===== src/rtl/sequenciador_contador_pkg.sv =====
// Shared state codes and widths for the counter sequencer.
package sequenciador_contador_pkg;

    localparam int unsigned W_ESTADO = 4;
    localparam int unsigned W_DADO   = 4;

    // Codes are visible on db_estado, so their values are fixed.
    typedef enum logic [W_ESTADO-1:0] {
        INICIAL     = 4'd0,
        ZERA        = 4'd1,
        CARREGA     = 4'd2,
        CONTA       = 4'd3,
        PAUSA       = 4'd4,
        ESPERA_MEIO = 4'd5,
        FIM         = 4'd15
    } estado_t;

endpackage


===== src/rtl/sequenciador_contador_voltas.sv =====
// Lap register: counts rco laps and flags the final one.
module contador_voltas #(
    parameter int unsigned NUM_VOLTAS = 1,
    parameter int unsigned W_VOLTAS   = 8
) (
    input  logic clock,
    input  logic reset,
    input  logic limpa,
    input  logic incrementa,
    output logic ultima
);

    logic [W_VOLTAS-1:0] volta_q;
    logic [W_VOLTAS-1:0] volta_d;

    // Next lap value: clear has priority over increment.
    always_comb begin
        volta_d = volta_q;
        if (limpa) begin
            volta_d = '0;
        end else if (incrementa) begin
            volta_d = volta_q + W_VOLTAS'(1);
        end
    end

    // Lap register with synchronous reset.
    always_ff @(posedge clock) begin
        if (reset) begin
            volta_q <= '0;
        end else begin
            volta_q <= volta_d;
        end
    end

    assign ultima = (volta_q == W_VOLTAS'(NUM_VOLTAS - 1));

endmodule


===== src/rtl/sequenciador_contador.sv =====
// Moore sequencer driving a 163-style 4-bit counter: clear, load, count laps, done pulse.
// Optional mid-count stop at Q=8 enabled by SEQ_CONTADOR_PAUSA_MEIO_EN.
module sequenciador_contador
    import sequenciador_contador_pkg::*;
#(
    parameter int unsigned NUM_VOLTAS = 1,
    parameter int unsigned W_VOLTAS   = 8
) (
    input  logic              clock,
    input  logic              reset,
    input  logic              iniciar,
    input  logic              pausar,
    input  logic              continuar,
    input  logic [W_DADO-1:0] valor_inicial,
    input  logic              rco,
    input  logic              meio,
    output logic              zera_n,
    output logic              carrega_n,
    output logic              conta,
    output logic [W_DADO-1:0] D,
    output logic              ocupado,
    output logic              pronto,
    output logic [W_ESTADO-1:0] db_estado
);

    estado_t             estado_q, estado_d;
    logic [W_DADO-1:0]   d_q, d_d;
    logic                zera_n_q, zera_n_d;
    logic                carrega_n_q, carrega_n_d;
    logic                conta_q, conta_d;
    logic                ocupado_q, ocupado_d;
    logic                pronto_q, pronto_d;
    logic                limpa_volta;
    logic                inc_volta;
    logic                ultima;

    contador_voltas #(
        .NUM_VOLTAS (NUM_VOLTAS),
        .W_VOLTAS   (W_VOLTAS)
    ) u_voltas (
        .clock      (clock),
        .reset      (reset),
        .limpa      (limpa_volta),
        .incrementa (inc_volta),
        .ultima     (ultima)
    );

`ifndef SEQ_CONTADOR_PAUSA_MEIO_EN
    logic unused_c;
    assign unused_c = ^{meio, continuar};
`endif

    // Next state, lap control and Moore outputs decoded from the next state.
    always_comb begin
        estado_d    = estado_q;
        d_d         = d_q;
        limpa_volta = 1'b0;
        inc_volta   = 1'b0;
        case (estado_q)
            INICIAL: begin
                if (iniciar) begin
                    estado_d    = ZERA;
                    d_d         = valor_inicial;
                    limpa_volta = 1'b1;
                end
            end
            ZERA:    estado_d = CARREGA;
            CARREGA: estado_d = CONTA;
            CONTA: begin
                // A terminal count is always booked before any pause request.
                if (rco) begin
                    if (ultima) begin
                        estado_d = FIM;
                    end else begin
                        inc_volta = 1'b1;
                        if (pausar) begin
                            estado_d = PAUSA;
                        end
                    end
`ifdef SEQ_CONTADOR_PAUSA_MEIO_EN
                end else if (meio) begin
                    estado_d = ESPERA_MEIO;
`endif
                end else if (pausar) begin
                    estado_d = PAUSA;
                end
            end
            PAUSA: begin
                if (!pausar) begin
                    estado_d = CONTA;
                end
            end
`ifdef SEQ_CONTADOR_PAUSA_MEIO_EN
            ESPERA_MEIO: begin
                if (continuar) begin
                    estado_d = CONTA;
                end
            end
`endif
            FIM:     estado_d = INICIAL;
            default: estado_d = INICIAL;
        endcase

        zera_n_d    = (estado_d != ZERA);
        carrega_n_d = (estado_d != CARREGA);
        conta_d     = (estado_d == CONTA);
        ocupado_d   = (estado_d != INICIAL);
        pronto_d    = (estado_d == FIM);
    end

    // State, latched start value and registered outputs.
    always_ff @(posedge clock) begin
        if (reset) begin
            estado_q    <= INICIAL;
            d_q         <= '0;
            zera_n_q    <= 1'b1;
            carrega_n_q <= 1'b1;
            conta_q     <= 1'b0;
            ocupado_q   <= 1'b0;
            pronto_q    <= 1'b0;
        end else begin
            estado_q    <= estado_d;
            d_q         <= d_d;
            zera_n_q    <= zera_n_d;
            carrega_n_q <= carrega_n_d;
            conta_q     <= conta_d;
            ocupado_q   <= ocupado_d;
            pronto_q    <= pronto_d;
        end
    end

    assign zera_n    = zera_n_q;
    assign carrega_n = carrega_n_q;
    assign conta     = conta_q;
    assign D         = d_q;
    assign ocupado   = ocupado_q;
    assign pronto    = pronto_q;
    assign db_estado = W_ESTADO'(estado_q);

endmodule

===== config.mk =====
export PLATFORM = sky130hd
export DESIGN_NAME = sequenciador_contador
export DESIGN_NICKNAME = d
export VERILOG_FILES = /design/src/rtl/sequenciador_contador_pkg.sv /design/src/rtl/sequenciador_contador_voltas.sv /design/src/rtl/sequenciador_contador.sv
export SDC_FILE = /design/constraint.sdc
export NUM_CORES = 1
export LEC_CHECK = 0
export BUFFER_PORTS_ARGS = -buffer_cell sky130_fd_sc_hd__buf_4
export CAP_MARGIN = 20
export CORE_AREA = 10 10 55 57
export DETAILED_ROUTE_END_ITERATION = 12
export DIE_AREA = 0 0 65 67
export PLACE_DENSITY = 0.84
export SLEW_MARGIN = 20
export SYNTH_ARGS = -nofsm -noshare
export SYNTH_HDL_FRONTEND = slang
export SYNTH_SLANG_ARGS = --single-unit

===== constraint.sdc =====
create_clock -name clock -period 1.78 [get_ports clock]
set_clock_uncertainty 0.15 [all_clocks]
set_input_delay 0.267 -clock clock [delete_from_list [all_inputs] [get_ports clock]]
set_output_delay 0.267 -clock clock [all_outputs]
set_load 0.005 [all_outputs]

# After elaboration in Yosys (flattened, before gate mapping)
# Cells that the tools add are included.
# Widths: inputs -> output; s select.
[classes] add_sub_neg=1 n_eq_ne=8 mux=11 reduce_logical=5
[ops] op="$mux 4" count=5
[ops] op="$pmux 4 s5" count=1
[ops] op="$eq 4x2->1 const B" count=3
[ops] op="$add 8x1->8 const B" count=1
[ops] op="$logic_not 8->1" count=1
[ops] op="$mux 1" count=5
[ops] op="$eq 4x1->1 const B" count=1
[ops] op="$eq 4x3->1 const B" count=1
[ops] op="$eq 4x4->1 const B" count=1
[ops] op="$logic_not 4->1" count=1
[ops] op="$ne 4x1->1 const B" count=1
[ops] op="$ne 4x2->1 const B" count=1
[ops] op="$reduce_bool 4->1" count=1
[ops] op="$reduce_and 2->1" count=1
[ops] op="$reduce_or 2->1" count=1
[word_totals] reg_bits=21 inputBits=11 out_inout_bits=13 wordCells=33

# Longest topological paths before layout
# Gate-level depths: netlist (run 1).
[depth] word_depth=5 mapped_depth=6 mapped_depth_nobuf=6

# Modules after synthesis
# Synthesis (run 1) repeated with hierarchy kept, for this count alone.
[unflattened] hier_cells=99 hier_area_um2=919.6
[by_module_without_submodules] mod="sequenciador_contador" n_inst=1 cells_each=56 area_each_um2=540.5 seq_area_each_um2=260.2
[by_module_without_submodules] mod="contador_voltas" n_inst=1 cells_each=43 area_each_um2=379.1 seq_area_each_um2=160.2

# Worst setup path before layout (run 1)
# No wires, ideal clock.
[synth_path] path_type="register -> register" startpoint="register estado_q[1] (netlist: db_estado[1])" endpoint="register zera_n_q (netlist: zera_n)" t_arrival_ns=1.376 setup_slack_ns=0.127 path_stages_with_launch=6 n_path_buf=1 synth_period_minus_slack_ns=1.653 cell_sequence="dfxtp_1 buf_6 or3b_1 a211o_1 a31oi_4 o31ai_1"
[synth_via] elab_chain_len=5
[synth_rtl] element="start: declaration" line_no="sequenciador_contador.sv:26" text="estado_t estado_q, estado_d;"
[synth_rtl] element="start signal: assignment" line_no="sequenciador_contador.sv:122" text="estado_q <= estado_d;"
[synth_rtl] element="$mux 4" line_no="sequenciador_contador.sv:76, sequenciador_contador.sv:84"
[synth_rtl] element="$mux 4" line_no="sequenciador_contador.sv:72" text="if (ultima) begin"
[synth_rtl] element="$mux 4" line_no="sequenciador_contador.sv:71" text="if (rco) begin"
[synth_rtl] element="$pmux 4 s5 *" line_no="sequenciador_contador.sv:59" text="case (estado_q)"
[synth_rtl] element="$ne 4x1->1 *" line_no="sequenciador_contador.sv:104" text="zera_n_d = (estado_d != ZERA);"
[synth_rtl] element="end signal: assignment" line_no="sequenciador_contador.sv:124" text="zera_n_q <= zera_n_d;"
[synth_rtl] element="end: declaration" line_no="sequenciador_contador.sv:28" text="logic zera_n_q, zera_n_d;"
# Mark *: on every way between the ends. The rest lies on a longest branch, timed or not.
# A chain may end at the register's enable or synchronous reset.

# Worst setup path after layout (run 1)
[layout_path] startpoint="register u_voltas.volta_q[0]" endpoint="register u_voltas.volta_q[2]"
[layout_via] elab_chain_len=4
[layout_rtl] element="start: declaration" line_no="sequenciador_contador_voltas.sv:13" text="logic [W_VOLTAS-1:0] volta_q;"
[layout_rtl] element="start signal: assignment" line_no="sequenciador_contador_voltas.sv:31" text="volta_q <= volta_d;"
[layout_rtl] element="branches (longest 4 deep; another with $add 8x1->8)"
# Parallel ways; which one is timed is not known.

==> qor.yml, run 1 <==
outcome: "finished, final reports clean"
synth_common_cells: "dfxtp_1 (21), nor2_1 (16), nand2_1 (7)"
ys.warnings.count: 0
clk_path_buf_depth: 2
ff2ff_path_depth: 6
antenna_cells: 0
num_rows: 16
finalSetupViolCount: 0
grt-ovfl-total: 0
routed_wl_mm: 2.184
final_core_util: 0.6160
endpoint_kind: "flop"
drt_pass1_iterations: 4
grt_pass1_wl_mm: 3.677
startpoint: "u_voltas.volta_q[0]$_SDFFE_PP0P_"
dr.first_iter.drc_count: 25
fill_cells: 169
setup_tns_ns: 0
ys.flop_type: "dfxtp_1"
pwr-share-seq: 0.522
pre_cts_slack_ns: 0.04796
gp_congestion: 0.9051
r2r-end: "u_voltas.volta_q[2]$_SDFFE_PP0P_"
numPortBuffers: 21
syn_area_per_cell_um2: 9.196
critPathMaxFanout: 4
switchingPower_mw: 0.2862
syn-num-nets: 116
power_density_mw_per_mm2: 845.0
drive_gt1_frac: 0.2846
yosysSeqAreaShare: 0.4439
grtUsageTotal: 0.1048
fp.dieW_um: 65
root_buffer: "clkbuf_4"
drc: 0
p_int_mw: 0.7246
hold_viol_final: 0
netlist_area_um2: 947.2
r2r_start: "u_voltas.volta_q[0]$_SDFFE_PP0P_"
async_flop_share: 0
p_clk_frac: 0.224
vias_per_cell: 5.248
path_class: "flop to flop"
cp.arrival_ns: 1.79
placed_cells: 152
start_util: 0.4878
hold_class: "primary input to flop"
pwr-share-comb: 0.254
synth_area_leaders: "dfxtp_1 (44%), nor2_1 (6.3%), xnor2_1 (4.6%)"
p_leak_nw: 0.4904
synth_edf_count: 0
slew_viol_final: 0
htree_levels: 1
post-synth-top-count-cell: "dfxtp_1"
path_cells: "inv_1, ha_1, nor4b_4, and2_1, or4_1, a21oi_1"
clk_pin_slew_ns: 0.12
synth_top_cell_by_area: "dfxtp_1"
sw_frac_of_total: 0.2831
area_growth_syn_to_layout_pct: 26.29
cap_violations: 0
cts_tree: "done"
fmax_mhz: 590.0
wl_per_cell_um: 13.91
grt_pass1_vias: 851
cp-start-kind: "flop"
final.period_utilization: 0.9521
synthDistinctLibCells: 35
required_ns: 1.87
io_pins: 24
vias: 824
coreArea_mm2: 0.001942
tightest_slew_ns: 0.3100
grt_max_degree: 14
fin_ws_ns: 0.08522
slowest_stage: "or4_1"
period_needed_ns: 1.695
synth-seq-cells: 21
cts-buffers-inserted: 3
regToRegSetupSlack_ns: 0.09
endpoint: "u_voltas.volta_q[2]$_SDFFE_PP0P_"
max_stage_delay_ns: 0.40
die_h_um: 67
cts_sinks: 21
clkLatencyLatePin_ns: 0.30
nets: 144
synth_top_area_frac: 0.4439
ir_worst_vdd_v: 0.0005860
grt_antenna_before_repair: 0
whs_ns: 0.05453
hpwl_mm: 1.690
layout.cells.non_filler: 157
drtAntennaViolNets: 0
relSlewSlack: 0.7880
dieArea_mm2: 0.004355
postSynthCellCount: 103
routing by layer:
| layer | vias up | track usage | routed length (um) |
|---|---|---|---|
| li1 | 419 | - | - |
| met2 | 27 | 0.1884 | 1120 |
| met4 | 0 | 0.05882 | 16 |
| met1 | 376 | 0.1023 | 892 |
| met3 | 2 | 0.03846 | 155 |
| met5 | - | 0 | 0 |
placed cells by master (no fill, tap or decap), types with 3 or more instances in the layout:
cell type	synthesis	layout
nand2_1	7	7
clkbuf_4	0	3
mux2i_1	4	4
nor3_1	4	4
dfxtp_1	21	19
o21ai_0	3	3
nor2_1	16	16
buf_4	1	27
xnor2_1	5	5
nand3_1	3	3
inv_1	4	4
a21oi_1	4	4
worst min path at each step:
stage                                  from                       to  slack (ns)  cells past startpoint
after floorplan                       reset  db_estado[2]$_SDFF_PP0_        0.21                      1
after global placement    D[3]$_SDFFE_PP0P_        D[3]$_SDFFE_PP0P_        0.33                      2
after detailed placement  D[0]$_SDFFE_PP0P_        D[0]$_SDFFE_PP0P_        0.34                      2
after CTS                  valor_inicial[1]        D[1]$_SDFFE_PP0P_        0.05                      3
after global routing       valor_inicial[0]        D[0]$_SDFFE_PP0P_        0.04                      3
final                      valor_inicial[0]        D[0]$_SDFFE_PP0P_        0.05                      3
sequential cells by signal, indices dropped and copies added, names as in the netlist:
register	cells
zera_n	1
pronto	1
carrega_n	1
u_voltas.volta_q	8
db_estado	4
conta	1
D	4
ocupado	1
area by class of cell:
cell class,count,area [um^2],area share
Sequential cell,21,422.9,0.3536
Inverter,4,15.01,0.01255
Clock buffer,3,22.52,0.01883
Timing Repair Buffer,27,202.7,0.1695
Multi-Input combinational cell,74,494.2,0.4132
Tap cell,27,33.78,0.02824
Clock inverter,1,5.005,0.004184
worst max-delay path: cells and delay by family (launching register included):
family	cells	cell delay (ns)
DFF	1	0.37
buffers and inverters	1	0.06
adders and majority gates	1	0.20
and+or+nand+nor	3	0.71
AOI/OAI and AO/OA	1	0.15
logic make-up after synthesis:
logic type,synth area share
buffers and inverters,0.04359
flip-flops,0.4439
XOR/XNOR,0.05548
adder cells (fa/ha/maj),0.02642
multiplexers,0.04227
AND/OR/NAND/NOR,0.2616
AO/OA/AOI/OAI,0.1268
metrics by stage:
stage	power, mW	cell area, um^2
floorplan	0.6869	947.2
global placement	0.7849	1150
detailed placement	0.7945	1150
CTS	1.017	1177
global route	1.084	1196
finish	1.011	1196
power groups by stage:
stage | clock [mW] | combinational (mW) | sequential [mW]
6_report | 0.226 | 0.257 | 0.528
5_1_grt | 0.265 | 0.283 | 0.535
3_3_place_gp | 0 | 0.247 | 0.538
2_1_floorplan | 0 | 0.147 | 0.540
4_1_cts | 0.232 | 0.257 | 0.528
3_5_place_dp | 0 | 0.255 | 0.539
timing repair:
| action | CTS | global route |
|---|---|---|
| setup endpoints to repair | 0 | 6 |
| resized for setup | 0 | 3 |
| hold buffers | 0 | 0 |
| setup buffers | 0 | 1 |
No activity file was read; power rests on OpenSTA's default activity.
==> run 2, diff against run 1 <==
--- a/config.mk
+++ b/config.mk
@@ -11,6 +11,7 @@
 export DETAILED_ROUTE_END_ITERATION = 12
 export DIE_AREA = 0 0 65 67
 export PLACE_DENSITY = 0.84
+export RECOVER_POWER = 50
 export SLEW_MARGIN = 20
 export SYNTH_ARGS = -nofsm -noshare
 export SYNTH_HDL_FRONTEND = slang
==> qor.yml, run 2 (synthesis results as in run 1) <==
slew_viol_final: 0
largest_register_ffs: 8
routed_wl_mm: 2.176
drt_pass1_iterations: 4
ff2ff_path_depth: 6
regMostFlops: "u_voltas.volta_q"
clk_path_buf_depth: 2
pwr-share-comb: 0.248
start_util: 0.4878
required_ns: 1.87
p_leak_nw: 0.4754
final_cell_mix: "dfxtp_1 (19), nor2_1 (16), buf_4 (16), clkbuf_4 (11), nand2_1 (7)"
hpwl_mm: 1.690
gp_congestion: 0.9051
fp.dieW_um: 65
cts-buffers-inserted: 3
drtAntennaViolNets: 0
setup_tns_ns: 0
cp.arrival_ns: 1.78
wl_per_cell_um: 13.86
regToRegSetupSlack_ns: 0.09
fmax_mhz: 592.0
tightest_slew_ns: 0.3099
period_needed_ns: 1.689
io_pins: 24
fill_cells: 175
dr.first_iter.drc_count: 32
grt_pass1_vias: 851
clkLatencyLatePin_ns: 0.30
clk_pin_slew_ns: 0.12
cts_tree: "done"
numPortBuffers: 21
vias_per_cell: 5.280
grt_antenna_before_repair: 0
cp-start-kind: "flop"
p_int_mw: 0.7163
grt_pass1_wl_mm: 3.677
mostFrequentLayoutCell: "dfxtp_1"
die_h_um: 67
cap_violations: 0
critPathMaxFanout: 4
root_buffer: "clkbuf_4"
outcome: "finished, final reports clean"
coreArea_mm2: 0.001942
placed_cells: 152
area_growth_syn_to_layout_pct: 25.10
dieArea_mm2: 0.004355
ir_worst_vdd_v: 0.0005855
power_density_mw_per_mm2: 845.7
pwr-share-seq: 0.526
num_rows: 16
endpoint_kind: "flop"
drc: 0
htree_levels: 1
nets: 144
grtUsageTotal: 0.1048
finalSetupViolCount: 0
path_class: "flop to flop"
drive_gt1_frac: 0.2615
antenna_cells: 0
grt_max_degree: 14
p_clk_frac: 0.226
min_path_cells: 3
sw_frac_of_total: 0.2852
relSlewSlack: 0.7881
switchingPower_mw: 0.2858
layout.cells.non_filler: 157
final.period_utilization: 0.9489
grt-ovfl-total: 0
vias: 829
hold_class: "primary input to flop"
hold_viol_final: 0
cts_sinks: 21
run 2: cell types whose count changed in the layout (fill, tap and decap cells not counted):
cell	delta
clkbuf_1	+3
buf_4	-11
clkbuf_4	+8
run 2: metrics by stage:
| step | setup WS (ns) | cell area, um^2 | util | power, mW | hold slack, ns |
|---|---|---|---|---|---|
| after global routing | -0.001605 | 1185 | 0.6102 | 1.075 | 0.03566 |
| final | 0.09089 | 1185 | 0.6102 | 1.002 | 0.05452 |
| after global placement | 0.09598 | 1150 | 0.5921 | 0.7849 | 0.3280 |
| after floorplan | 0.1270 | 947.2 | - | 0.6869 | 0.2067 |
| after detailed placement | 0.04796 | 1150 | 0.5921 | 0.7945 | 0.3440 |
| after CTS | 0.02903 | 1177 | 0.6063 | 1.017 | 0.04598 |
run 2: cell type report:
type | count | area [um^2] | area share
Multi-Input combinational cell | 74 | 494.2 | 0.4171
Sequential cell | 21 | 422.9 | 0.3569
Timing Repair Buffer | 27 | 191.4 | 0.1616
Tap cell | 27 | 33.78 | 0.02851
Clock buffer | 3 | 22.52 | 0.01901
Inverter | 4 | 15.01 | 0.01267
Clock inverter | 1 | 5.005 | 0.004224
run 2: worst paths after layout:
kind,endpoint,from
min reg2reg,D[1]$_SDFFE_PP0P_,D[1]$_SDFFE_PP0P_
min,D[0]$_SDFFE_PP0P_,valor_inicial[0]
max reg2reg,u_voltas.volta_q[2]$_SDFFE_PP0P_,u_voltas.volta_q[0]$_SDFFE_PP0P_
max,u_voltas.volta_q[2]$_SDFFE_PP0P_,u_voltas.volta_q[0]$_SDFFE_PP0P_
run 2: power groups by stage:
stage / Clock [mW] / Sequential (mW) / Combinational [mW]
3_5_place_dp: 0 / 0.539 / 0.255
5_1_grt: 0.265 / 0.535 / 0.275
6_report: 0.226 / 0.527 / 0.248
3_3_place_gp: 0 / 0.538 / 0.247
4_1_cts: 0.232 / 0.528 / 0.257
2_1_floorplan: 0 / 0.540 / 0.147
run 2: repair_timing:
action                                  4_1_cts  5_1_grt
gates resized for setup                       0        3
endpoints found under the setup margin        0        6
setup buffers                                 0        1
hold buffers                                  0        0
run 2: metal layers:
layer | up-vias | GRT usage | share of wire
met1 | 380 | 0.1023 | 0.41
met4 | 0 | 0.05882 | 0.0074
met5 | - | 0 | 0
met3 | 2 | 0.03846 | 0.068
met2 | 28 | 0.1884 | 0.51
li1 | 419 | - | -
run 2: worst max-delay path: stages (launching register included):
cell and delay, ns:
dfxtp_2 0.37, inv_1 0.06, ha_1 0.20, nor4b_4 0.13, and2_1 0.18, or4_1 0.40, a21oi_1 0.15
==> run 3, diff against run 2 <==
--- a/config.mk
+++ b/config.mk
@@ -5,12 +5,14 @@
 export SDC_FILE = /design/constraint.sdc
 export NUM_CORES = 1
 export LEC_CHECK = 0
+export ABC_AREA = 1
 export BUFFER_PORTS_ARGS = -buffer_cell sky130_fd_sc_hd__buf_4
 export CAP_MARGIN = 20
-export CORE_AREA = 10 10 55 57
+export CORE_AREA = 10 10 56 58
 export DETAILED_ROUTE_END_ITERATION = 12
-export DIE_AREA = 0 0 65 67
-export PLACE_DENSITY = 0.84
+export DIE_AREA = 0 0 66 68
+export GPL_ROUTABILITY_DRIVEN = 0
+export PLACE_DENSITY = 0.86
 export RECOVER_POWER = 50
 export SLEW_MARGIN = 20
 export SYNTH_ARGS = -nofsm -noshare
==> qor.yml, run 3 <==
outcome: "finished, final reports clean"
coreArea_mm2: 0.002106
hold_viol_final: 0
max_stage_delay_ns: 0.35
clkLatencyLatePin_ns: 0.30
drtAntennaViolNets: 0
fill_cells: 187
synth-simple-area-share: 0.2876
setup_tns_ns: 0
grt_antenna_before_repair: 0
placed_area_mm2: 0.001216
layout.cells.non_filler: 193
grt_busiest_layer: "met2"
p_int_mw: 0.6535
synth-seq-cells: 21
grt_pass1_wl_mm: 3.946
sw_frac_of_total: 0.2681
synth_area_leaders: "dfxtp_1 (41%), nand2_1 (11%), inv_1 (9.1%)"
syn-num-nets: 153
power_density_mw_per_mm2: 717.9
seq_area_um2: 420.4
grt_pass1_vias: 969
clk_pin_slew_ns: 0.12
cts_sinks: 21
fp.dieW_um: 66
synth_mux_area_frac: 0
cts-buffers-inserted: 3
pre_cts_slack_ns: 0.1547
largest_register_ffs: 8
synth_top_area_frac: 0.4078
use_met3: 0.03589
start_util: 0.4896
final.period_utilization: 0.9250
required_ns: 1.86
cp_top_family: "compound AO/OA/AOI/OAI gates"
synth_compound_area_frac: 0.1214
final_cell_mix: "nand2_1 (31), inv_1 (25), dfxtp_1 (21), clkbuf_4 (14), a21oi_1 (12)"
synth-xor-area-share: 0.04248
hold_class: "primary input to flop"
dr.first_iter.drc_count: 39
drc: 0
cp-start-kind: "flop"
critPathMaxFanout: 6
netlist_area_mm2: 0.001031
fin_ws_ns: 0.1336
path_cells: "inv_1, ha_1, nand3_1, o21ai_4, buf_4, nand2_1, a21oi_1"
slowest_stage: "dfxtp_1"
yosysSeqAreaShare: 0.4078
met2_usage: 0.1957
tightest_slew_ns: 0.2997
antenna_cells: 0
postCtsSetupBuffers: 0
p_clk_frac: 0.250
vias: 967
numPortBuffers: 21
nets: 179
dieArea_mm2: 0.004488
ys.flop_type: "dfxtp_1"
mostFrequentLayoutCell: "nand2_1"
postLayoutCellArea_mm2: 0.001244
regMostFlops: "u_voltas.volta_q"
multiInputGateArea_um2: 498.0
endpoint_kind: "flop"
slew_viol_final: 0
synth_top_family_by_area: "simple AND/OR/NAND/NOR gates"
drive_gt1_frac: 0.2121
period_needed_ns: 1.646
htree_levels: 1
die_h_um: 68
num_rows: 17
final_core_util: 0.5906
syn_area_per_cell_um2: 7.364
pwr-share-seq: 0.578
path_class: "flop to flop"
grtUsageTotal: 0.1086
ir_worst_vdd_v: 0.0006734
post-synth-top-count-cell: "nand2_1"
grt_max_degree: 13
vias_per_cell: 5.010
grt-ovfl-total: 0
synth_top_cell_by_area: "dfxtp_1"
area_growth_syn_to_layout_pct: 20.63
p_leak_nw: 0.5954
cp.arrival_ns: 1.72
synthDistinctLibCells: 24
io_pins: 24
synth_common_cells: "nand2_1 (31), inv_1 (25), dfxtp_1 (21)"
met1_usage: 0.1119
wl_per_cell_um: 11.69
drt_pass1_iterations: 4
switchingPower_mw: 0.2393
async_flop_share: 0
total_power_mw: 0.8928
fmax_mhz: 607.4
synth_fa_ha_area_frac: 0.02427
cts_tree: "done"
finalSetupViolCount: 0
cap_violations: 0
whs_ns: 0.01233
root_buffer: "clkbuf_4"
routed_wl_mm: 2.256
relSlewSlack: 0.7994
pwr-share-comb: 0.172
hpwl_mm: 1.809
path_buf_inv: 2
synth_edf_count: 0
clk_path_buf_depth: 2
ys.warnings.count: 0
postSynthCellCount: 140
placed_cells: 189
==> run 3: cell count changes after synthesis, sizes merged, moves of 3 or more <==
| cell | delta |
|---|---|
| nand2 | +26 |
| xor2 | +4 |
| a21oi | +8 |
| nor3 | -3 |
| xnor2 | -5 |
| o21ai | +5 |
| mux2i | -4 |
| nand3 | +7 |
| inv | +22 |
==> run 3: worst paths after layout <==
path,startpoint,end,slack (ns),depth (start not counted)
max,u_voltas.volta_q[0]$_SDFFE_PP0P_,u_voltas.volta_q[5]$_SDFFE_PP0P_,0.13,7
min,reset,db_estado[1]$_SDFF_PP0_,0.01,2
max reg2reg,u_voltas.volta_q[0]$_SDFFE_PP0P_,u_voltas.volta_q[5]$_SDFFE_PP0P_,0.13,7
min reg2reg,D[1]$_SDFFE_PP0P_,D[1]$_SDFFE_PP0P_,0.31,2
==> run 3: worst reg2reg max path, stage by stage, from the launching register on <==
cell and delay [ns]:
dfxtp_1 0.35, inv_1 0.11, ha_1 0.18, nand3_1 0.16, o21ai_4 0.25, buf_4 0.18, nand2_1 0.06, a21oi_1 0.14
==> run 3: power groups by stage <==
| stage | clock (mW) | combinational, mW | sequential, mW |
|---|---|---|---|
| after floorplan | 0 | 0.0765 | 0.528 |
| after global placement | 0 | 0.153 | 0.526 |
| after detailed placement | 0 | 0.158 | 0.527 |
| after CTS | 0.231 | 0.159 | 0.517 |
| after global routing | 0.250 | 0.177 | 0.520 |
| final | 0.223 | 0.154 | 0.516 |
==> run 3: what timing repair did <==
item	in CTS	in global routing
setup endpoints to repair	0	3
endpoints found under the hold margin	0	0
hold buffers	0	0
resized for setup	0	1
==> run 3: metal layers <==
metal | part of all wire | vias to the layer above
met1 | 0.42 | 454
li1 | - | 491
met5 | 0 | -
met4 | 0.0062 | 0
met3 | 0.066 | 2
met2 | 0.51 | 20
==> run 3: final cells by class <==
class                   instances  area share
inverters                      26     0.07847
repair buffers                 23      0.1328
flip-flops and latches         21      0.3380
clock inverters                 1    0.004024
clock buffers                   3     0.01811
well taps                      28     0.02817
multi-input cells              91      0.4004
==> run 3: kinds of logic (layout without fill, tap and decap cells) <==
family                     after synthesis  after routing
and+or+nand+nor                         61             61
buffers and inverters                   28             53
AOI/OAI and AO/OA                       23             23
DFF                                     21             21
xor gates and xnor gates                 5              5
adders and majority gates                2              2
